<file path="src/rtl/mult_pkg.sv">
// Constants shared by the multiplier wrapper and the multiplier result queue.
package mult_pkg;

  localparam int MULT_LATENCY_DEF = 4;
  localparam int MULT_DATA_W      = 32;
  localparam int MULT_TAG_W_DEF   = 5;
  localparam int MULT_DEPTH_DEF   = 4;

endpackage

</file>
<file path="src/rtl/mult_resq_fifo.sv">
// Result FIFO for the multiplier queue: storage, wrapping pointers and an occupancy counter.
module mult_resq_fifo
  import mult_pkg::*;
#(
  parameter int DEPTH = MULT_DEPTH_DEF,
  parameter int TAG_W = MULT_TAG_W_DEF
) (
  input  logic                   i_clock,
  input  logic                   i_reset_n,
  input  logic                   i_push,
  input  logic [MULT_DATA_W-1:0] i_push_data,
  input  logic [TAG_W-1:0]       i_push_tag,
  input  logic                   i_pop,
  output logic [MULT_DATA_W-1:0] o_head_data,
  output logic [TAG_W-1:0]       o_head_tag,
  output logic [$clog2(DEPTH):0] o_count,
  output logic                   o_full,
  output logic                   o_empty
);

  localparam int AW = $clog2(DEPTH);
  localparam int CW = AW + 1;

  logic [MULT_DATA_W-1:0] r_data [DEPTH];
  logic [TAG_W-1:0]       r_tag  [DEPTH];
  logic [AW-1:0]          r_wr_ptr;
  logic [AW-1:0]          r_rd_ptr;
  logic [CW-1:0]          r_count;

  // DEPTH is a power of two, so the pointers wrap by plain overflow.
  always_ff @(posedge i_clock or negedge i_reset_n) begin
    if (!i_reset_n) begin
      r_wr_ptr <= '0;
      r_rd_ptr <= '0;
      r_count  <= '0;
    end else begin
      if (i_push) r_wr_ptr <= r_wr_ptr + AW'(1);
      if (i_pop)  r_rd_ptr <= r_rd_ptr + AW'(1);
      case ({i_push, i_pop})
        2'b10:   r_count <= r_count + CW'(1);
        2'b01:   r_count <= r_count - CW'(1);
        default: r_count <= r_count;
      endcase
    end
  end

  always_ff @(posedge i_clock) begin
    if (i_push) begin
      r_data[r_wr_ptr] <= i_push_data;
      r_tag[r_wr_ptr]  <= i_push_tag;
    end
  end

  assign o_head_data = r_data[r_rd_ptr];
  assign o_head_tag  = r_tag[r_rd_ptr];
  assign o_count     = r_count;
  assign o_full      = (r_count == CW'(DEPTH));
  assign o_empty     = (r_count == '0);

  a_no_overflow:  assert property (@(posedge i_clock) disable iff (!i_reset_n) !(i_push && o_full));
  a_no_underflow: assert property (@(posedge i_clock) disable iff (!i_reset_n) !(i_pop && o_empty));

endmodule

</file>
<file path="src/rtl/mult_result_queue.sv">
// Credit-based result queue behind a fixed-latency multiplier; tracks in-flight tags and buffers products.
// Optional macro MULT_RESQ_BYPASS_EN presents a product combinationally when the FIFO is empty.
module mult_result_queue
  import mult_pkg::*;
#(
  parameter int MULT_LATENCY = MULT_LATENCY_DEF,
  parameter int DEPTH        = MULT_DEPTH_DEF,
  parameter int TAG_W        = MULT_TAG_W_DEF
) (
  input  logic                   clock,
  input  logic                   reset_n,
  input  logic                   mult_signal,
  input  logic [TAG_W-1:0]       tag_in,
  input  logic [MULT_DATA_W-1:0] mult_result,
  output logic                   input_RDY,
  output logic                   res_valid,
  input  logic                   res_ready,
  output logic [MULT_DATA_W-1:0] res_data,
  output logic [TAG_W-1:0]       res_tag,
  output logic                   exception
);

  localparam int CW = $clog2(DEPTH) + 1;

  logic [MULT_LATENCY-1:0] r_stg_vld;
  logic [TAG_W-1:0]        r_stg_tag [MULT_LATENCY];
  logic                    r_exception;

  logic                   w_accept;
  logic                   w_drop;
  logic                   w_last_vld;
  logic [TAG_W-1:0]       w_last_tag;
  logic                   w_bypass;
  logic                   w_push;
  logic                   w_pop;
  logic                   w_fifo_full;
  logic                   w_fifo_empty;
  logic [CW-1:0]          w_fifo_count;
  logic [MULT_DATA_W-1:0] w_head_data;
  logic [TAG_W-1:0]       w_head_tag;
  logic [31:0]            w_inflight;
  logic [31:0]            w_credit_used;

  assign w_accept   = mult_signal & input_RDY;
  assign w_drop     = mult_signal & ~input_RDY;
  assign w_last_vld = r_stg_vld[MULT_LATENCY-1];
  assign w_last_tag = r_stg_tag[MULT_LATENCY-1];

  // The pipeline never stalls, so every stage advances on every edge.
  always_ff @(posedge clock or negedge reset_n) begin
    if (!reset_n) begin
      r_stg_vld   <= '0;
      r_exception <= 1'b0;
      for (int i = 0; i < MULT_LATENCY; i++) r_stg_tag[i] <= '0;
    end else begin
      r_stg_vld[0] <= w_accept;
      r_stg_tag[0] <= tag_in;
      for (int i = 1; i < MULT_LATENCY; i++) begin
        r_stg_vld[i] <= r_stg_vld[i-1];
        r_stg_tag[i] <= r_stg_tag[i-1];
      end
      if (w_drop) r_exception <= 1'b1;
    end
  end

  always_comb begin
    w_inflight = '0;
    for (int i = 0; i < MULT_LATENCY; i++) w_inflight = w_inflight + 32'(r_stg_vld[i]);
  end

  // Every in-flight op owns a FIFO slot, so an accepted op can always be pushed.
  assign w_credit_used = w_inflight + 32'(w_fifo_count);
  assign input_RDY     = ~w_fifo_full & (w_credit_used < 32'(DEPTH));

`ifdef MULT_RESQ_BYPASS_EN
  assign w_bypass = w_fifo_empty & w_last_vld;
`else
  assign w_bypass = 1'b0;
`endif

  assign res_valid = ~w_fifo_empty | w_bypass;
  assign w_pop     = ~w_fifo_empty & res_ready;
  assign w_push    = w_last_vld & ~(w_bypass & res_ready);

  always_comb begin
    res_data = '0;
    res_tag  = '0;
    if (w_bypass) begin
      res_data = mult_result;
      res_tag  = w_last_tag;
    end else if (!w_fifo_empty) begin
      res_data = w_head_data;
      res_tag  = w_head_tag;
    end
  end

  assign exception = r_exception;

  mult_resq_fifo #(
    .DEPTH (DEPTH),
    .TAG_W (TAG_W)
  ) u_fifo (
    .i_clock     (clock),
    .i_reset_n   (reset_n),
    .i_push      (w_push),
    .i_push_data (mult_result),
    .i_push_tag  (w_last_tag),
    .i_pop       (w_pop),
    .o_head_data (w_head_data),
    .o_head_tag  (w_head_tag),
    .o_count     (w_fifo_count),
    .o_full      (w_fifo_full),
    .o_empty     (w_fifo_empty)
  );

endmodule

</file>
<file path="config.mk">
export PLATFORM = sky130hd
export DESIGN_NAME = mult_result_queue
export DESIGN_NICKNAME = d
export VERILOG_FILES = /design/src/rtl/mult_pkg.sv /design/src/rtl/mult_resq_fifo.sv /design/src/rtl/mult_result_queue.sv
export SDC_FILE = /design/constraint.sdc
export NUM_CORES = 1
export LEC_CHECK = 0
export BUFFER_PORTS_ARGS = -buffer_cell sky130_fd_sc_hd__buf_2
export CAP_MARGIN = 15
export CORE_ASPECT_RATIO = 2
export CORE_MARGIN = 1.5
export CORE_UTILIZATION = 40
export CTS_CLUSTER_DIAMETER = 80
export DETAILED_ROUTE_END_ITERATION = 10
export GPL_ROUTABILITY_DRIVEN = 1
export GPL_TIMING_DRIVEN = 0
export PLACE_DENSITY_LB_ADDON = 0.12
export SYNTH_ARGS = -nofsm -noshare
export SYNTH_HDL_FRONTEND = slang
export SYNTH_HIERARCHICAL = 1
export SYNTH_SLANG_ARGS = --single-unit
</file>
<file path="constraint.sdc">
create_clock -name clock -period 1.8 [get_ports clock]
set_input_delay 0.54 -clock clock [delete_from_list [all_inputs] [get_ports clock]]
set_output_delay 0.54 -clock clock [all_outputs]
set_load 0.1 [all_outputs]
</file>
==> run summary <==
Status: complete, but fails checks
Failing checks: negative setup slack
Top_reg_cell synth: edfxtp_1
Crit Path Max Fanout: 2
I/O Pins: 81
Core Area: 16400 µm²
Layout Cells excl Fill: 649
Total track usage: 16.6%
Num CTS Buffers: 17
Area share of xor/xnor cells in the synthesized design: 0.783%
Startpoint Class: flop
Initial antenna violation count: 0
Vias in the first global route: 3721
Asr flop ratio synth: 17.8%
Placed Cells: 591
Reg2Reg Setup Slack: -0.85 ns
Clock buffer depth: 2
Slew HR: 52.8%
Final nets: 482
Clk slew on worst S/H paths: 0.07 ns
Worst R2R Start: r_stg_vld[0]
# rows: 66
Worst slew pin tran: 0.709 ns
First-pass GRT wire length: 20500 µm
Max-slew violation count: 0
Largest net degree at the start of global routing: 38
Die area: 17600 µm²
Max Clk Rate: 0.368 GHz
Endpoints failing hold: 0
Area Growth Syn to Fin: 38.8%
Final setup viols: 43
Initial Utilization: 41.0%
Htree depth: 4
Post-synth net total: 357
Endpoint type of the worst setup path: output pin
Yosys cell types: 25
Final period util: 151%
GP Congestion: 0.658
Post-Synth Simple-Gate Area: 4.51%
Synth Area in Adders: 1.90%
Combinational family with the most area after synthesis: multiplexers
# port buffers: 80
#FFs+latches synth: 180
Wire per inst: 20.3 µm
Clock Tree Root: clkbuf_16
Max Cap Violations: 0
Kind of critical path: flop to output pin
WP data arrival: 2.18 ns
Clk_skew: 0.00692 ns
Die W: 94.6 µm
EDFF count, synth: 148
Detailed Route Iter0 Violations: 141
DR vias/cell: 4.98
DRC Markers: 0
RSZ-0062 raised after global routing: true
CP Launch Point: r_stg_vld[0]
Pre-antenna DRT Iters: 4
Routed Antenna Nets: 0
Reg-to-reg critical path endpoint: exception
Mux cell area share after synthesis: 12.6%
Critical Path Sink: input_RDY
Layout cells sized above 1: 54.2%
Worst reg2reg path depth: 12
Minimum clock period: 2.72 ns
Seq/Total Area, Yosys: 78.2%
Final WS setup: -0.917 ns
Worst hold path class: input port to asynchronous set/reset pin
Synth Instances: 307
CTS tree: built
# diodes: 0
Via count: 3232
Overflow left after global routing: 0
Ys Warns: 6
Mapped Area: 6710 µm²
Post-Route WL: 13100 µm
Die Y: 186 µm
CP required: 1.26 ns
CTS sink count: 180
Clock latency on the worst-skew pair: 0.42 ns
Post-detail-place hpwl: 7620 µm
Compound-Gate Fraction of Synth Area: 0.522%
Syn avg cell area: 21.9 µm²
worst min-delay path by stage:
stage | endpoint | cells past startpoint
4_1_cts | r_stg_vld[1] | 1
5_1_grt | r_stg_tag[16] | 1
6_report | u_fifo/o_count[1] | 1
2_1_floorplan | exception | 0
3_5_place_dp | w_last_tag[2] | 0
3_3_place_gp | w_last_tag[2] | 0
kinds of logic after synthesis:
| kind of cell | after synthesis |
|---|---|
| multiplexers | 38 |
| XOR/XNOR | 6 |
| adder cells (fa/ha/maj) | 9 |
| flip-flops | 180 |
| AND/OR/NAND/NOR | 49 |
| AO/OA/AOI/OAI | 5 |
| buffers and inverters | 20 |
state kept, by name, summed over array words and instances, names as in the netlist:
register         flops
u_fifo/r_data      128
u_fifo/r_tag        20
r_stg_tag           15
w_last_tag           5
r_stg_vld            4
u_fifo/o_count       3
u_fifo/r_rd_ptr      2
u_fifo/r_wr_ptr      2
exception            1
metal layers:
| layer | up-vias | routed length, µm | global-route usage, % |
|---|---|---|---|
| li1 | 1446 | - | - |
| met5 | - | 0 | 0 |
| met3 | 11 | 482 | 4.43 |
| met4 | 0 | 191 | 6.63 |
| met1 | 1707 | 4600 | 17.4 |
| met2 | 68 | 7870 | 30.9 |
cells in the final DEF, fill, tap and decap left out, types with 5 or more instances in the layout:
cell       instances
mux4_2            37
dfrtp_1           28
inv_6              5
buf_12            45
buf_6             16
buf_4              7
inv_1              6
nor2b_4           38
buf_2             41
ha_1               5
edfxtp_1         148
clkbuf_16         20
final cells by class:
class	count	area, µm²
fill	1240	7040
sequential	180	5250
multi-input combinational	107	1710
timing repair buffer	107	1350
clock buffer	20	468
tap	204	255
buffer	11	159
clock inverter	12	90.1
inverter	8	33.8
synthesized netlist by cell type (4+ instances only):
cell type,number,area [µm²]
ha_1,7,87.6
buf_2,4,20.0
dfrtp_1,32,801
inv_1,8,30.0
mux4_2,37,833
xor2_1,4,35.0
clkbuf_1,4,15.0
edfxtp_1,148,4440
nor2b_1,38,238
and2_1,5,31.3
repair_timing:
item | CTS | global route
pin swaps | 4 | 3
buffers inserted | 17 | 9
hold buffers | 0 | 0
setup endpoints to repair | 192 | 43
gates resized for setup | 199 | 13
gates cloned | 4 | 0
critical path: stages (launching register included):
cell	delay, ns
dfrtp_1	0.40
fa_2	0.61
ha_4	0.20
a21o_1	0.20
a21oi_4	0.15
buf_12	0.19
metrics by stage:
| step | setup TNS [ns] | hold slack (ns) | cell area (µm²) | utilization [%] | setup slack (ns) |
|---|---|---|---|---|---|
| global placement | -40.33 | 0.333 | 7720 | 47.2 | -0.749 |
| finish | -27.38 | 0.161 | 9310 | 57.0 | -0.917 |
| detailed placement | -41.68 | 0.335 | 7720 | 47.2 | -0.758 |
| floorplan | -8.66 | 0.244 | 7060 | - | -0.652 |
| global route | -30.60 | 0.188 | 9310 | 57.0 | -0.981 |
| CTS | -27.99 | 0.171 | 9260 | 56.6 | -0.926 |
Power is not shown: default switching activity piles up to over one toggle a cycle in this logic, so the estimate is an artifact.
